==> src/rtl/byte_host_interface.sv <==
// Host packet engine: parses RX byte packets into wishbone-master commands and serialises responses to TX bytes.
// Define BYTE_HOST_INTERFACE_TIMEOUT_EN to build the inter-byte timeout; otherwise err_timeout is tied low.
module byte_host_interface #(
   parameter int         DATA_WIDTH     = 32,
   parameter int         ADDR_WIDTH     = 32,
   parameter logic [7:0] RX_ID          = 8'hCD,
   parameter logic [7:0] TX_ID          = 8'hDC,
   parameter int         TIMEOUT_CYCLES = 1000
) (
   input  logic                  clk,
   input  logic                  rst,
   input  logic                  rx_empty,
   output logic                  rx_rd,
   input  logic [7:0]            rx_data,
   output logic                  rx_flush,
   input  logic                  tx_full,
   output logic                  tx_wr,
   output logic [7:0]            tx_data,
   input  logic                  master_ready,
   output logic                  ih_ready,
   output logic [31:0]           in_command,
   output logic [ADDR_WIDTH-1:0] in_address,
   output logic [27:0]           in_data_count,
   output logic [DATA_WIDTH-1:0] in_data,
   output logic                  oh_ready,
   input  logic                  oh_en,
   input  logic [31:0]           out_status,
   input  logic [ADDR_WIDTH-1:0] out_address,
   input  logic [27:0]           out_data_count,
   input  logic [DATA_WIDTH-1:0] out_data,
   output logic                  err_bad_id,
   output logic                  err_cmd,
   output logic                  err_timeout
);

   localparam int AB = ADDR_WIDTH / 8;
   localparam int DB = DATA_WIDTH / 8;

   typedef enum logic [2:0] {
      RX_IDLE, RX_GET_ID, RX_GET_CMD, RX_GET_ADDR, RX_GET_DATA, RX_NOTIFY, RX_FLUSH
   } rx_state_t;

   typedef enum logic [2:0] {
      TX_IDLE, TX_SEND_ID, TX_SEND_STATUS, TX_SEND_ADDR, TX_SEND_DATA, TX_WAIT_MASTER
   } tx_state_t;

   // ---------------- RX side ----------------
   rx_state_t             r_rx_st;
   logic                  r_rx_rd, r_rd_d, r_rx_flush, r_fcnt;
   logic                  r_ih_ready, r_err_bad_id, r_err_cmd, r_is_wr, r_dec;
   logic [2:0]            r_bcnt;
   logic [23:0]           r_cshift;
   logic [31:0]           r_in_command;
   logic [ADDR_WIDTH-1:0] r_in_address;
   logic [27:0]           r_in_data_count;
   logic [DATA_WIDTH-1:0] r_in_data;

   logic [31:0] w_c;
   logic [23:0] w_n;
   logic        w_get, w_no_rd;
   assign w_c     = {r_cshift, rx_data};
   assign w_n     = (w_c[23:0] == 24'd0) ? 24'd1 : w_c[23:0];
   assign w_get   = (r_rx_st == RX_GET_CMD) || (r_rx_st == RX_GET_ADDR) || (r_rx_st == RX_GET_DATA);
   assign w_no_rd = !r_rx_rd && !r_rd_d;

`ifdef BYTE_HOST_INTERFACE_TIMEOUT_EN
   localparam int TW = $clog2(TIMEOUT_CYCLES + 1);
   logic [TW-1:0] r_to_cnt;
   logic          r_err_to;
   assign err_timeout = r_err_to;
`else
   assign err_timeout = 1'b0;
`endif

   always_ff @(posedge clk) begin
      if (!rst) begin
         r_rx_st         <= RX_IDLE;
         r_rx_rd         <= 1'b0;
         r_rd_d          <= 1'b0;
         r_rx_flush      <= 1'b0;
         r_fcnt          <= 1'b0;
         r_ih_ready      <= 1'b0;
         r_err_bad_id    <= 1'b0;
         r_err_cmd       <= 1'b0;
         r_is_wr         <= 1'b0;
         r_dec           <= 1'b0;
         r_bcnt          <= 3'd0;
         r_cshift        <= 24'd0;
         r_in_command    <= 32'd0;
         r_in_address    <= '0;
         r_in_data_count <= 28'd0;
         r_in_data       <= '0;
`ifdef BYTE_HOST_INTERFACE_TIMEOUT_EN
         r_to_cnt        <= '0;
         r_err_to        <= 1'b0;
`endif
      end else begin
         r_rx_rd      <= 1'b0;
         r_rd_d       <= r_rx_rd;
         r_ih_ready   <= 1'b0;
         r_err_bad_id <= 1'b0;
         r_err_cmd    <= 1'b0;
`ifdef BYTE_HOST_INTERFACE_TIMEOUT_EN
         r_err_to     <= 1'b0;
`endif
         // Deferred so the ih_ready cycle still shows the count of the word being handed over
         if (r_dec) begin
            r_in_data_count <= r_in_data_count - 28'd1;
            r_dec           <= 1'b0;
         end
         if (w_get && w_no_rd) begin
            if (!rx_empty) begin
               r_rx_rd <= 1'b1;
`ifdef BYTE_HOST_INTERFACE_TIMEOUT_EN
               r_to_cnt <= '0;
            end else if (r_to_cnt == TW'(TIMEOUT_CYCLES - 1)) begin
               r_err_to   <= 1'b1;
               r_to_cnt   <= '0;
               r_rx_flush <= 1'b1;
               r_fcnt     <= 1'b0;
               r_rx_st    <= RX_FLUSH;
            end else begin
               r_to_cnt <= r_to_cnt + 1'b1;
`endif
            end
         end
         case (r_rx_st)
            RX_IDLE: if (!rx_empty) begin
               r_rx_rd <= 1'b1;
               r_rx_st <= RX_GET_ID;
            end
            RX_GET_ID: if (r_rd_d) begin
               r_bcnt <= 3'd0;
               if (rx_data == RX_ID) r_rx_st <= RX_GET_CMD;
               else begin
                  r_err_bad_id <= 1'b1;
                  r_rx_flush   <= 1'b1;
                  r_fcnt       <= 1'b0;
                  r_rx_st      <= RX_FLUSH;
               end
            end
            RX_GET_CMD: if (r_rd_d) begin
               r_cshift <= {r_cshift[15:0], rx_data};
               if (r_bcnt == 3'd3) begin
                  r_bcnt       <= 3'd0;
                  r_in_command <= {12'h0, w_c[31:28], 12'h0, w_c[27:24]};
                  case (w_c[27:24])
                     4'd0: begin
                        r_is_wr         <= 1'b0;
                        r_in_data_count <= 28'd0;
                        r_rx_st         <= RX_NOTIFY;
                     end
                     4'd1: begin
                        r_is_wr         <= 1'b1;
                        r_in_data_count <= {4'h0, w_n - 24'd1};
                        r_rx_st         <= RX_GET_ADDR;
                     end
                     4'd2: begin
                        r_is_wr         <= 1'b0;
                        r_in_data_count <= {4'h0, w_c[23:0]};
                        r_rx_st         <= RX_GET_ADDR;
                     end
                     default: begin
                        r_err_cmd  <= 1'b1;
                        r_rx_flush <= 1'b1;
                        r_fcnt     <= 1'b0;
                        r_rx_st    <= RX_FLUSH;
                     end
                  endcase
               end else r_bcnt <= r_bcnt + 3'd1;
            end
            RX_GET_ADDR: if (r_rd_d) begin
               r_in_address <= ADDR_WIDTH'({r_in_address, rx_data});
               if (r_bcnt == 3'(AB - 1)) begin
                  r_bcnt  <= 3'd0;
                  r_rx_st <= r_is_wr ? RX_GET_DATA : RX_NOTIFY;
               end else r_bcnt <= r_bcnt + 3'd1;
            end
            RX_GET_DATA: if (r_rd_d) begin
               r_in_data <= DATA_WIDTH'({r_in_data, rx_data});
               if (r_bcnt == 3'(DB - 1)) begin
                  r_bcnt  <= 3'd0;
                  r_rx_st <= RX_NOTIFY;
               end else r_bcnt <= r_bcnt + 3'd1;
            end
            RX_NOTIFY: if (master_ready) begin
               r_ih_ready <= 1'b1;
               if (r_is_wr && (r_in_data_count != 28'd0)) begin
                  r_dec   <= 1'b1;
                  r_rx_st <= RX_GET_DATA;
               end else r_rx_st <= RX_IDLE;
            end
            RX_FLUSH: begin
               if (r_fcnt) begin
                  r_rx_flush <= 1'b0;
                  r_rx_st    <= RX_IDLE;
               end
               r_fcnt <= 1'b1;
            end
            default: r_rx_st <= RX_IDLE;
         endcase
      end
   end

   assign rx_rd         = r_rx_rd;
   assign rx_flush      = r_rx_flush;
   assign ih_ready      = r_ih_ready;
   assign in_command    = r_in_command;
   assign in_address    = r_in_address;
   assign in_data_count = r_in_data_count;
   assign in_data       = r_in_data;
   assign err_bad_id    = r_err_bad_id;
   assign err_cmd       = r_err_cmd;

   // ---------------- TX side ----------------
   tx_state_t             r_tx_st;
   logic                  r_oh_ready;
   logic [2:0]            r_tidx;
   logic [31:0]           r_s;
   logic [3:0]            r_tstat;
   logic [ADDR_WIDTH-1:0] r_taddr;
   logic [DATA_WIDTH-1:0] r_tdata;
   logic [27:0]           r_tcnt;

   logic       w_sending, w_tx_adv;
   logic [7:0] w_tx_byte;

   always_comb begin
      w_sending = 1'b1;
      w_tx_byte = 8'h00;
      case (r_tx_st)
         TX_SEND_ID:     w_tx_byte = TX_ID;
         TX_SEND_STATUS: w_tx_byte = 8'(r_s >> (8 * (3 - int'(r_tidx))));
         TX_SEND_ADDR:   w_tx_byte = 8'(r_taddr >> (8 * (AB - 1 - int'(r_tidx))));
         TX_SEND_DATA:   w_tx_byte = 8'(r_tdata >> (8 * (DB - 1 - int'(r_tidx))));
         default:        w_sending = 1'b0;
      endcase
   end

   // tx_wr must see this cycle's tx_full, so it is gated combinationally
   assign w_tx_adv = w_sending && !tx_full;
   assign tx_wr    = w_tx_adv;
   assign tx_data  = w_tx_byte;
   assign oh_ready = r_oh_ready;

   always_ff @(posedge clk) begin
      if (!rst) begin
         r_tx_st    <= TX_IDLE;
         r_oh_ready <= 1'b0;
         r_tidx     <= 3'd0;
         r_s        <= 32'd0;
         r_tstat    <= 4'd0;
         r_taddr    <= '0;
         r_tdata    <= '0;
         r_tcnt     <= 28'd0;
      end else begin
         case (r_tx_st)
            TX_IDLE: begin
               r_oh_ready <= 1'b1;
               if (r_oh_ready && oh_en) begin
                  r_s        <= (out_status[3:0] == 4'hF) ? {out_status[7:0], 24'h0}
                                : {out_status[7:0], out_data_count[23:0] + 24'd1};
                  r_tstat    <= out_status[3:0];
                  r_taddr    <= out_address;
                  r_tdata    <= out_data;
                  r_tcnt     <= out_data_count;
                  r_tidx     <= 3'd0;
                  r_oh_ready <= 1'b0;
                  r_tx_st    <= TX_SEND_ID;
               end
            end
            TX_SEND_ID: if (w_tx_adv) r_tx_st <= TX_SEND_STATUS;
            TX_SEND_STATUS: if (w_tx_adv) begin
               if (r_tidx == 3'd3) begin
                  r_tidx <= 3'd0;
                  if (r_tstat == 4'hF) begin
                     r_oh_ready <= 1'b1;
                     r_tx_st    <= TX_IDLE;
                  end else r_tx_st <= TX_SEND_ADDR;
               end else r_tidx <= r_tidx + 3'd1;
            end
            TX_SEND_ADDR: if (w_tx_adv) begin
               if (r_tidx == 3'(AB - 1)) begin
                  r_tidx <= 3'd0;
                  if (r_tstat == 4'hD) r_tx_st <= TX_SEND_DATA;
                  else begin
                     r_oh_ready <= 1'b1;
                     r_tx_st    <= TX_IDLE;
                  end
               end else r_tidx <= r_tidx + 3'd1;
            end
            TX_SEND_DATA: if (w_tx_adv) begin
               if (r_tidx == 3'(DB - 1)) begin
                  r_tidx     <= 3'd0;
                  r_oh_ready <= 1'b1;
                  if (r_tcnt != 28'd0) begin
                     r_tcnt  <= r_tcnt - 28'd1;
                     r_tx_st <= TX_WAIT_MASTER;
                  end else r_tx_st <= TX_IDLE;
               end else r_tidx <= r_tidx + 3'd1;
            end
            TX_WAIT_MASTER: if (oh_en) begin
               r_tdata    <= out_data;
               r_oh_ready <= 1'b0;
               r_tx_st    <= TX_SEND_DATA;
            end
            default: r_tx_st <= TX_IDLE;
         endcase
      end
   end

   logic w_unused;
   assign w_unused = ^{out_status[31:8], out_data_count[27:24], (TIMEOUT_CYCLES != 0)};

endmodule

==> config.mk <==
export PLATFORM = sky130hd
export DESIGN_NAME = byte_host_interface
export DESIGN_NICKNAME = d
export VERILOG_FILES = /design/src/rtl/byte_host_interface.sv
export SDC_FILE = /design/constraint.sdc
export NUM_CORES = 1
export LEC_CHECK = 0
export ABC_AREA = 0
export BUFFER_PORTS_ARGS = -buffer_cell sky130_fd_sc_hd__buf_2
export CORE_AREA = 2 2 190 136
export DETAILED_ROUTE_END_ITERATION = 12
export DIE_AREA = 0 0 192 138
export GPL_TIMING_DRIVEN = 0
export PLACE_DENSITY = 0.83
export SLEW_MARGIN = 15
export SYNTH_ARGS = -nofsm -noshare
export SYNTH_HDL_FRONTEND = slang
export SYNTH_SLANG_ARGS = --single-unit
==> constraint.sdc <==
create_clock -name clk -period 3.5 [get_ports clk]
set_input_delay 0.7 -clock clk [delete_from_list [all_inputs] [get_ports clk]]
set_output_delay 0.7 -clock clk [all_outputs]
set_load 0.05 [all_outputs]
==> results of run 1 <==
==> layer usage <==
metal	wire length [µm]	vias to the layer above	part of all wire, %	global-route usage (%)
met5	0	-	0	0
met4	1380	0	3.0	9.04
met3	5930	133	13	8.10
met2	19200	927	42	49.2
met1	19800	6888	43	49.2
li1	-	6686	-	-
==> power by group <==
part / switching [mW] / leakage (nW) / internal, mW
clock: 1.25 / 0.418 / 1.64
sequential: 0.235 / 2.19 / 3.35
combinational: 1.74 / 3.72 / 0.845
==> cell families (layout without fill, tap and decap cells) <==
family	after synthesis	in the layout	share of synthesized area, %
and+or+nand+nor	737	737	25.6
AOI/OAI and AO/OA	444	444	21.2
DFF	270	270	39.8
buffers and inverters	181	453	6.31
xor gates and xnor gates	44	44	2.84
muxes	43	43	3.45
adders and majority gates	8	8	0.738
other	1	25	0.0276
==> worst max path at each step <==
stage / endpoint / slack (ns) / depth (start not counted)
5_1_grt: tx_data[7] / -0.02 / 10
3_5_place_dp: in_data_count[10] / -0.43 / 13
4_1_cts: tx_data[3] / 0.0009 / 10
3_3_place_gp: in_data_count[10] / -0.37 / 13
2_1_floorplan: tx_data[0] / 0.33 / 8
6_report: tx_data[7] / 0.02 / 8
==> cell type report <==
class | count | share of cell area, %
buffer | 161 | 5.07
clock inverter | 7 | 0.719
clock buffer | 39 | 4.63
inverter | 18 | 0.418
timing repair buffer | 228 | 7.22
tap | 331 | 2.56
sequential | 270 | 33.4
multi-input combinational | 1301 | 45.9
==> sequential cells by signal, indices dropped and copies added, names as in the netlist, 3 cells and up <==
name / flops
in_address: 32
r_tidx: 3
in_command: 8
in_data_count: 28
r_cshift: 24
r_tx_st: 3
in_data: 32
r_s: 32
r_taddr: 32
r_bcnt: 3
r_rx_st: 3
r_tdata: 32
r_tcnt: 28
==> per-stage QoR <==
stage	total power, mW	std cells
2_1_floorplan	5.38	1752
3_3_place_gp	6.04	2307
3_5_place_dp	6.10	2307
4_1_cts	8.96	2354
5_1_grt	9.41	2355
6_report	9.06	2355
==> worst max-delay path, stage by stage (launching register included) <==
cell	delay, ns
dfxtp_1	0.32
clkbuf_4	0.20
and3b_2	0.33
buf_4	0.22
clkbuf_4	0.24
a22oi_1	0.19
a311o_1	0.37
nand3_1	0.09
buf_2	0.28
==> Yosys cell counts, drive strengths merged, types with 7 or more instances <==
cell type and count:
a211oi 17, a21oi 200, a221oi 11, a22o 23
a22oi 34, a311o 8, a31oi 21, and3 9
buf 48, clkbuf 114, dfxtp 270, ha 8
inv 18, mux2i 40, nand2 384, nand3 40
nand4 26, nor2 111, nor2b 10, nor3 41
nor3b 8, nor4 23, o21ai 32, o22ai 10
o311ai 7, o32ai 16, or3 20, or4 21
xnor2 25, xor2 19
==> repair_timing <==
item / CTS / global route
gates resized for setup: 20 / 25
pin swaps: 1 / 2
buffers inserted: 2 / 2
endpoints found under the setup margin: 9 / 16
==> out/qor.csv, run 1 <==
stage;metric;value;unit
final_layout;Final Util;64.7;%
final_layout;fin area;16200;µm²
route;ANT nets after route;0;
floorplanning;full die area;26500;µm²
cts;later-pin clock latency in the skew report;0.55;ns
cts;# hold bufs at CTS;0;
sta;FMAX;0.287;GHz
hold_path;Hold Path Sink;rx_rd;
placed_design;Port Buffers;224;
setup_path;R2R Setup Slk;0.18;ns
synth;Async SR Flop Fraction;0;%
sta;Rel. slew slack;34.4;%
synth;Post-synth EDFFs;0;
synth;Distinct cells, synth;86;
route;Remaining DRCs;0;
synth;#FFs+latches synth;270;
cts;# H-tree levels;1;
final_layout;Reg area;5410;µm²
floorplanning;Core Region;25000;µm²
setup_path;CP Launch Type;flip-flop;
synth;Synth top area share;39.8;%
final_layout;area occupied by multi-input gates;7430;µm²
sta;Hold Vio Cnt, Final;0;
final_layout;number of fillers in the final layout;2154;
floorplanning;Die Ht;138;µm
sta;period utilization;99.6;%
setup_path;critical setup path kind;reg2out;
setup_path;CP required;2.80;ns
setup_path;Reg2Reg Depth;11;
final_layout;share of cells above drive strength 1;17.8;%
floorplanning;row count;49;
floorplanning;IO Pins;278;
cts;clk buf depth;3;
sta;smallest setup slack after layout;0.0153;ns
placed_design;post-place setup slack;-0.431;ns
sta;Hold WS;0.344;ns
route;drt total wl;46400;µm
cts;total clock sinks;270;
final_layout;antenna fix cells;0;
placed_design;gp weighted congestion;0.982;
final_layout;commonest non-fill, non-tap cell in the layout;nand2_1;
floorplanning;initial core utilization;54.2;%
synth;YS warnings;0;
route;routed len/inst;19.7;µm
placed_design;Detail Placement HPWL;34400;µm
hold_path;Min-Delay Startpoint;rx_empty;
final_layout;nets;2152;
setup_path;Setup crit start;r_tx_st[0];
power;worst vdd ir;0.000401;V
synth;top_reg_cell synth;dfxtp_1;
placed_design;Area after DPL;15200;µm²
synth;post-synthesis sequential area ratio;39.8;%
route;initial drt markers;1630;
sta;count of final setup violators;0;
global_routing;GRT overflow;0;
sta;Slew Viols, Final;0;
sta;setup_tns;0;ns
setup_path;R2R Path Start;r_cshift[0];
cts;clock-pin slew on the worst setup and hold paths;0.06;ns
synth;Area contributors post-synth;dfxtp_1, nand2_1, a21oi_1;
hold_path;min-delay worst type;in2reg;
hold_path;hold depth;2;
cts;CTS root buffer;clkbuf_16;
global_routing;global-route wire length before repair;71100;µm
cts;CTS tree;done;
setup_path;Worst Path Max Fanout;10;
route;total number of vias;14600;
sta;Tightest Pin Transition;0.982;ns
setup_path;crit path DAT;2.78;ns
run;Max Cap Viol;0;
outcome;status;finished clean;
global_routing;largest net degree at the start of global routing;15;
power;P_leak;6.32;nW
synth;post-synth top area cell;dfxtp_1;
synth;Avg Cell Area, Syn;7.85;µm²
global_routing;Total Routing Usage GR;33.5;%
global_routing;vias in the first global route;13100;
power;pwr/cell area;560;nW/µm²
setup_path;R2R Path End;in_data_count[10];
synth;Post-Syn Area;13600;µm²
final_layout;commonest cells after routing, fill and taps aside;nand2_1, dfxtp_1, buf_2, a21oi_1;
route;DR pass1 iterations;6;
final_layout;Area growth syn-to-layout;19.2;%
floorplanning;chip width;192;µm
sta;Tmin final;3.48;ns
synth;Gate Count Post-Synth;1728;
route;vias per inst;6.21;
setup_path;CP endpoint kind;output port;
sta;Setup Skew;0.0242;ns
cts;total CTS buffers;26;
global_routing;antenna violations before repair;0;
Note: power is estimated with default switching activity, not from simulation.
==> inputs of run 2 (changes only) <==
--- a/config.mk
+++ b/config.mk
@@ -11,8 +11,9 @@
 export DETAILED_ROUTE_END_ITERATION = 12
 export DIE_AREA = 0 0 192 138
 export GPL_TIMING_DRIVEN = 0
-export PLACE_DENSITY = 0.83
-export SLEW_MARGIN = 15
+export PLACE_DENSITY = 0.8
+export SKIP_CTS_REPAIR_TIMING = 1
+export SLEW_MARGIN = 30
 export SYNTH_ARGS = -nofsm -noshare
 export SYNTH_HDL_FRONTEND = slang
 export SYNTH_SLANG_ARGS = --single-unit
==> run 2 against run 1 <==
  * Final cell count grew 0.21%
  * Routed wire length grew 0.23%
  * Flip-flop and latch count stayed put
  * Count of clock-buffer cells in the layout fell by 2
  * Critical path type unchanged
  * Core utilization up 0.22 points
  * Hold slack got worse by 0.016 ns
  * Via count shrank 1.3%
  * Setup slack improved by 0.057 ns
  * Cell area grew 0.33%
  * Fmax up 1.7%
  * Clock skew decreased by 0.0068 ns
==> out/qor.csv, run 2 (synthesized netlist as in run 1, its figures left out) <==
stage;metric;value;unit;change
cts;CTS tree;done;;unchanged
cts;later-pin clock latency in the skew report;0.55;ns;about the same
setup_path;crit path DAT;2.73;ns;was 2.78 ns
route;DR pass1 iterations;5;;was 6
cts;# H-tree levels;1;;unchanged
hold_path;min-delay worst type;in2reg;;unchanged
sta;Setup Skew;0.0174;ns;was 0.0242 ns
power;pwr/cell area;558;nW/µm²;was 560 nW/µm²
sta;Hold Vio Cnt, Final;0;;unchanged
setup_path;Worst Path Max Fanout;10;;unchanged
power;power after layout;9.06;mW;about the same
setup_path;Cell Chain, Critical Path;buf_2, or3b_1, clkbuf_1, clkbuf_1, buf_2, a21oi_1, clkbuf_4;;was clkbuf_4, and3b_2, buf_4, clkbuf_4, a22oi_1, a311o_1, nand3_1, buf_2
setup_path;CP endpoint kind;output port;;unchanged
route;Remaining DRCs;0;;unchanged
power;P_leak;6.34;nW;was 6.32 nW
setup_path;CP endpoint;tx_wr;;was tx_data[7]
cts;total clock sinks;270;;unchanged
sta;smallest setup slack after layout;0.0727;ns;was 0.0153 ns
run;Max Cap Viol;0;;unchanged
setup_path;crit-path max cell delay;0.39;ns;was 0.37 ns
sta;period utilization;97.9;%;was 99.6%
cts;CTS root buffer;clkbuf_16;;unchanged
placed_design;Detail Placement HPWL;34400;µm;about the same
placed_design;placed insts;2308;;was 2307
sta;Slew Viols, Final;0;;unchanged
route;uppermost routed layer;met4;;unchanged
setup_path;Reg2Reg Depth;11;;unchanged
sta;Hold WS;0.328;ns;was 0.344 ns
floorplanning;full die area;26500;µm²;unchanged
global_routing;antenna violations before repair;3;;was 0
setup_path;R2R Setup Slk;0.34;ns;was 0.18 ns
setup_path;Crit path buffers/inverters;5;;was 4
global_routing;Total Routing Usage GR;33.6;%;was 33.5%
placed_design;post-place setup slack;-0.371;ns;was -0.431 ns
floorplanning;Die Ht;138;µm;unchanged
global_routing;GRT overflow;0;;unchanged
setup_path;CP required;2.80;ns;about the same
setup_path;Setup crit start;r_tx_st[0];;unchanged
sta;FMAX;0.292;GHz;was 0.287 GHz
cts;clk buf depth;3;;unchanged
placed_design;gp weighted congestion;0.974;;was 0.982
global_routing;global-route wire length before repair;71600;µm;was 71100 µm
final_layout;commonest cells after routing, fill and taps aside;nand2_1, dfxtp_1, buf_2, a21oi_1, clkbuf_1;;was nand2_1, dfxtp_1, buf_2, a21oi_1
floorplanning;row count;49;;unchanged
setup_path;delay-heaviest family, CP;buffers and inverters;;unchanged
placed_design;Area after DPL;15200;µm²;about the same
floorplanning;Core Region;25000;µm²;unchanged
setup_path;R2R Path Start;r_cshift[0];;unchanged
final_layout;Area growth syn-to-layout;19.6;%;was 19.2%
outcome;status;finished clean;;unchanged
cts;clock-pin slew on the worst setup and hold paths;0.06;ns;about the same
global_routing;vias in the first global route;13100;;about the same
final_layout;Finished Layout Cells;2360;;was 2355
setup_path;critical setup path kind;reg2out;;unchanged
placed_design;Port Buffers;224;;unchanged
global_routing;largest net degree at the start of global routing;15;;unchanged
final_layout;number of fillers in the final layout;2252;;was 2154
setup_path;R2R Path End;in_data_count[10];;unchanged
sta;Rel. slew slack;36.6;%;was 34.4%
route;vias per inst;6.12;;was 6.21
sta;RSZ-0062 raised after global routing;no;;
final_layout;fin area;16200;µm²;about the same
setup_path;Critical Path Stages;7;;was 8
floorplanning;chip width;192;µm;unchanged
route;initial drt markers;1631;;was 1630
route;routed len/inst;19.7;µm;about the same
route;met3 routed WL;5630;µm;was 5930 µm
sta;count of final setup violators;0;;unchanged
sta;setup_tns;0;ns;unchanged
sta;Tightest Pin Transition;0.951;ns;was 0.982 ns
setup_path;Critical Path Slowest Stage Cell;or3b_1;;was a311o_1
sta;Tmin final;3.43;ns;was 3.48 ns
final_layout;Final Util;64.9;%;was 64.7%
setup_path;CP Launch Type;flip-flop;;unchanged
final_layout;nets;2153;;was 2152
floorplanning;IO Pins;278;;unchanged
final_layout;share of cells above drive strength 1;18.1;%;was 17.8%
route;total number of vias;14400;;was 14600
route;ANT nets after route;0;;unchanged
route;drt total wl;46500;µm;was 46400 µm
route;wl on met1;20500;µm;was 19800 µm
final_layout;commonest non-fill, non-tap cell in the layout;nand2_1;;unchanged
floorplanning;initial core utilization;54.2;%;unchanged
power;worst vdd ir;0.000466;V;was 0.000401 V
cts;total CTS buffers;27;;was 26
route;metal2 WL;19400;µm;was 19200 µm
run 2: cell count changes in the layout (fill, tap and decap cells not counted), sizes merged:
| cell | delta |
|---|---|
| buf | +4 |
| bufinv | -1 |
| clkbuf | -6 |
| clkinv | +2 |
| clkinvlp | +1 |
| diode | +3 |
| inv | +2 |
run 2: final cells by class:
| class | count | area [µm²] | share of cell area [%] |
|---|---|---|---|
| antenna | 3 | 7.51 | 0.0462 |
| inverter | 18 | 67.6 | 0.416 |
| tap | 331 | 414 | 2.55 |
| clock inverter | 11 | 108 | 0.663 |
| sequential | 270 | 5410 | 33.3 |
| buffer | 161 | 826 | 5.09 |
| multi-input combinational | 1301 | 7440 | 45.8 |
| clock buffer | 37 | 753 | 4.64 |
| timing repair buffer | 228 | 1210 | 7.45 |
run 2: layer usage:
layer / GRT usage [%] / vias to the layer above
li1: - / 6685
met1: 50.7 / 6833
met2: 48.6 / 834
met3: 7.49 / 93
met4: 7.71 / 0
met5: 0 / -
run 2: power by group:
group	total (mW)	internal, mW	switching [mW]
logic	2.62	0.858	1.76
registers	3.59	3.35	0.236
clock network	2.86	1.59	1.26
run 2: worst register-to-register path: stages (launching register included):
cell	delay, ns
dfxtp_1	0.49
nor4_1	0.14
and2_1	0.16
clkbuf_1	0.25
a31oi_1	0.32
ha_1	0.23
nor3b_1	0.37
and2_1	0.19
clkbuf_1	0.30
a31oi_1	0.13
a311o_1	0.37
a21oi_1	0.13
run 2: worst min-delay path by stage:
stage           startpoint           to  slack, ns  depth (start not counted)
2_1_floorplan      r_s[18]      r_s[18]       0.42                          2
6_report          rx_empty        rx_rd       0.33                          2
4_1_cts           rx_empty        rx_rd       0.31                          2
3_5_place_dp   in_data[28]  in_data[28]       0.44                          2
5_1_grt           rx_empty        rx_rd       0.32                          2
3_3_place_gp   r_taddr[19]  r_taddr[19]       0.44                          2
